### src/rtl/wb_ram_arbiter_2m.sv
// Two-master Wishbone B3 arbiter in front of a single-port RAM slave.
// Grants whole cycles round-robin and terminates a stalled strobe with err via a watchdog.
module wb_ram_arbiter_2m #(
    parameter int unsigned TIMEOUT_CYCLES = 255,
    parameter int unsigned TIMEOUT_WIDTH  = 8
) (
    input  logic        wb_clk_i,
    input  logic        wb_rst_n_i,

    input  logic        m0_cyc_i,
    input  logic        m0_stb_i,
    input  logic        m0_we_i,
    input  logic [31:0] m0_adr_i,
    input  logic [3:0]  m0_sel_i,
    input  logic [31:0] m0_dat_i,
    output logic [31:0] m0_dat_o,
    output logic        m0_ack_o,
    output logic        m0_err_o,

    input  logic        m1_cyc_i,
    input  logic        m1_stb_i,
    input  logic        m1_we_i,
    input  logic [31:0] m1_adr_i,
    input  logic [3:0]  m1_sel_i,
    input  logic [31:0] m1_dat_i,
    output logic [31:0] m1_dat_o,
    output logic        m1_ack_o,
    output logic        m1_err_o,

    output logic        s_cyc_o,
    output logic        s_stb_o,
    output logic        s_we_o,
    output logic [31:0] s_adr_o,
    output logic [3:0]  s_sel_o,
    output logic [31:0] s_dat_o,
    input  logic [31:0] s_dat_i,
    input  logic        s_ack_i,
    input  logic        s_err_i
);

    typedef enum logic [1:0] {StIdle, StGrant0, StGrant1} state_e;

    localparam logic [TIMEOUT_WIDTH-1:0] WdLimit  = TIMEOUT_WIDTH'(TIMEOUT_CYCLES);
    localparam logic [TIMEOUT_WIDTH-1:0] WdMax    = '1;
    localparam bit                       WdEnable = (TIMEOUT_CYCLES != 0);

    state_e                   state_q, state_d;
    logic                     last_q, last_d;
    logic [TIMEOUT_WIDTH-1:0] wd_q, wd_d;
    logic                     owner_stb;
    logic                     force_err;

    always_ff @(posedge wb_clk_i or negedge wb_rst_n_i) begin
        if (!wb_rst_n_i) begin
            state_q <= StIdle;
            last_q  <= 1'b1;
            wd_q    <= '0;
        end else begin
            state_q <= state_d;
            last_q  <= last_d;
            wd_q    <= wd_d;
        end
    end

    always_comb begin
        owner_stb = 1'b0;
        case (state_q)
            StGrant0: owner_stb = m0_stb_i;
            StGrant1: owner_stb = m1_stb_i;
            default:  owner_stb = 1'b0;
        endcase
        force_err = WdEnable && (wd_q == WdLimit) && owner_stb && !s_ack_i && !s_err_i;
    end

    always_comb begin
        state_d = state_q;
        last_d  = last_q;
        wd_d    = '0;
        case (state_q)
            StIdle: begin
                // On a tie the master that was not granted last wins.
                if (m0_cyc_i && (!m1_cyc_i || last_q)) begin
                    state_d = StGrant0;
                    last_d  = 1'b0;
                end else if (m1_cyc_i) begin
                    state_d = StGrant1;
                    last_d  = 1'b1;
                end
            end
            StGrant0: if (!m0_cyc_i) state_d = StIdle;
            StGrant1: if (!m1_cyc_i) state_d = StIdle;
            default:  state_d = StIdle;
        endcase
        if (owner_stb && !s_ack_i && !s_err_i) begin
            wd_d = (wd_q == WdMax) ? wd_q : wd_q + 1'b1;
        end
    end

    always_comb begin
        s_cyc_o  = 1'b0;
        s_stb_o  = 1'b0;
        s_we_o   = m0_we_i;
        s_adr_o  = m0_adr_i;
        s_sel_o  = m0_sel_i;
        s_dat_o  = m0_dat_i;
        m0_ack_o = 1'b0;
        m0_err_o = 1'b0;
        m1_ack_o = 1'b0;
        m1_err_o = 1'b0;
        case (state_q)
            StGrant0: begin
                s_cyc_o  = m0_cyc_i;
                s_stb_o  = m0_stb_i & !force_err;
                m0_ack_o = s_ack_i;
                m0_err_o = s_err_i | force_err;
            end
            StGrant1: begin
                s_cyc_o  = m1_cyc_i;
                s_stb_o  = m1_stb_i & !force_err;
                s_we_o   = m1_we_i;
                s_adr_o  = m1_adr_i;
                s_sel_o  = m1_sel_i;
                s_dat_o  = m1_dat_i;
                m1_ack_o = s_ack_i;
                m1_err_o = s_err_i | force_err;
            end
            default: ;
        endcase
    end

    assign m0_dat_o = s_dat_i;
    assign m1_dat_o = s_dat_i;

endmodule

### config.mk
export PLATFORM = sky130hd
export DESIGN_NAME = wb_ram_arbiter_2m
export DESIGN_NICKNAME = d
export VERILOG_FILES = /design/src/rtl/wb_ram_arbiter_2m.sv
export SDC_FILE = /design/constraint.sdc
export NUM_CORES = 1
export LEC_CHECK = 0
export CAP_MARGIN = 20
export CORE_AREA = 5 5 121 123
export DETAILED_ROUTE_END_ITERATION = 7
export DIE_AREA = 0 0 126 128
export PLACE_DENSITY_LB_ADDON = 0.08
export SYNTH_ARGS = -nofsm -noshare
export SYNTH_HDL_FRONTEND = slang
export SYNTH_SLANG_ARGS = --single-unit
### constraint.sdc
create_clock -name wb_clk_i -period 3.7 [get_ports wb_clk_i]
set_input_delay 1.11 -clock wb_clk_i [delete_from_list [all_inputs] [get_ports wb_clk_i]]
set_output_delay 1.11 -clock wb_clk_i [all_outputs]
set_load 0.05 [all_outputs]
==> results.ini <==
[timing]
hold_viol = 0
rsz0062_at_grt = no
slew_headroom_pct = 64.10
setup_viol = 0
min_period_over_period_pct = 95.96
maxSlewViolCount = 0
fin_crit_ns = 3.551
tightest_slew_ns = 0.5368
fmax_mhz = 281.6
fin_setup_tns_ns = 0
finClkSkew_ns = 0.001532

[logic_synthesis]
yosysMostFrequentCell = mux2_2
avgSynthCellArea_sq_um = 9.327
netlist_instances = 218
yosys-top-cells-area = mux2_2 (39%), buf_4 (24%), dfrtp_1 (12%), ha_1 (3.1%), buf_2 (2.0%)
synthTopCellsByCount = mux2_2 (70), buf_4 (65), dfrtp_1 (10), buf_2 (8), nor3_1 (6)
syn-cell-area_sq_um = 2033
seq_area_frac_synth_pct = 13.60
synth_edf_count = 0
yosysUniqueCellTypes = 39
synth_fp_nets = 401
async_flop_share_pct = 100.0
yosys_warnings = 0
synth_ff_type = dfrtp_1
yosysTopAreaCellShare_pct = 38.77
synth-seq-cells = 11
yosys.area.top_type = mux2_2

[worst_setup_path]
crit_type = input pin to primary output
cp-start-kind = input pin
r2r_cells = 6
cp-end-kind = primary output
r2r-end = wd_q[4]
reg2reg_from = state_q[0]
reg2reg_slack_ns = 1.90
worst_ep_arrival_time_ns = 2.44
required_ns = 2.59
cp_max_fo = 4
worstSetupStartpoint = s_ack_i

[placement]
place.gp.congestion = 0.8137
numPortBuffers = 220
dp_hpwl_mm = 10.24
numPlacedInstances = 546
dpl_cell_area_sq_um = 4700

[layout]
utilization_pct = 35.24
stdcell_area_sq_um = 4778
fin_nets = 554
finalNonFillerCells = 550
diodes = 0
drive_gt1_share_pct = 42.43
syn_to_final_growth_pct = 135.0

[clock_tree]
cts_tree = done
cts_buffers = 3
cts_setup_buffers = 0
postCtsResizedCells = 0
clk_pin_slew_ns = 0.04
cts.sinks = 11
h-tree-depth = 1
postCtsHoldBufs = 0
clock_path_buffers = 2
root_buffer = clkbuf_16
clock_latency_ns = 0.24

[power]
peakVddDrop_mv = 0.3094
powerDensity_nw_per_um2 = 543.4
leakage_nw = 1.854

[route]
wl_mm = 11.61
postRouteAntennaNets = 0
route.vias.total = 2198
firstDrtPassIters = 4
wl_per_cell_um = 21.10
remaining_drc_errors = 0
via_per_inst = 3.996
drt_iter0_drc = 31

[floorplan]
die_y_um = 128
fp.dieW_um = 126
row_count = 43
initial_core_util_pct = 15.00
ios = 317
core_area_sq_um = 13560
die-area_sq_um = 16130

[worst_hold_path]
worstHoldStart = last_q
worst_hold_path.endpoint = last_q
hold_depth = 2
hp-class = flop to flop

[global_routing]
gr-total-overflow = 0
antenna_found_initial = 0
grt_max_degree = 52
grt_use_total_pct = 13.43
grt_pass1_wl_mm = 16.33
first_global_vias = 2252

[status]
outcome = finished clean

[job]
maxCapViolCount = 0

## logic make-up after synthesis
group / count (synthesis) / share of synthesized area (%)
compound gates: 22 / 7.570
fa+ha+maj: 5 / 3.077
buf+inv: 79 / 27.45
flops: 11 / 13.60
mux: 71 / 39.26
simple gates: 30 / 9.047
## worst max-delay path, stage by stage
cell and delay, ns:
clkdlybuf4s50_1 0.48, nor3b_2 0.27, nand2_2 0.09, o311a_1 0.30, buf_4 0.19
## metrics by stage
stage          power (mW)  hold slack [ns]  worst slack [ns]
2_1_floorplan       1.459           0.5065            0.4342
3_3_place_gp        2.427           0.5202            0.1089
3_5_place_dp        2.424           0.5386            0.1439
4_1_cts             2.632           0.5445            0.1407
5_1_grt             2.682           0.5728           0.08817
6_report            2.596           0.5384            0.1493
## state kept, by name, summed over array words and instances, names as in the netlist
register,flops
state_q,2
last_q,1
wd_q,8
## report_power, final
part	switching, mW	internal (mW)	total (mW)
Sequential	0.0141	0.140	0.154
Clock	0.0562	0.145	0.201
Combinational	1.14	1.10	2.24
## worst max path at each step
stage	endpoint	cells after the start
CTS	s_stb_o	5
global placement	m1_err_o	5
detailed placement	s_stb_o	5
global route	m1_err_o	5
finish	s_stb_o	5
floorplan	m0_err_o	3
## final cells by class
class / instances / area [sq um]
fillers: 1348 / 8780
clock buffers: 4 / 78.83
repair buffers: 222 / 2968
multi-input cells: 128 / 1211
inverters: 5 / 18.77
well taps: 180 / 225.2
flip-flops and latches: 11 / 276.5
## layout by cell type (no fill, tap or decap), drive strengths merged, types with 2 or more instances in the layout
cell / count
a31oi: 3
a21oi: 5
o22ai: 2
nor2: 2
ha: 5
a211oi: 2
clkbuf: 4
mux2: 70
buf: 77
nand2: 3
clkdlybuf4s50: 145
nor3: 6
nand3: 4
inv: 5
dfrtp: 10
nor2b: 4
o21ai: 2
nand4: 2
and2: 2
## per-layer routing
layer / global-route usage [%] / vias to the layer above / routed length, um
li1: - / 1016 / -
met3: 4.625 / 6 / 1040
met5: 0 / - / 0
met4: 2.082 / 0 / 136
met1: 14.72 / 1044 / 4311
met2: 25.41 / 132 / 6118
No activity file was read; power rests on OpenSTA's default activity.
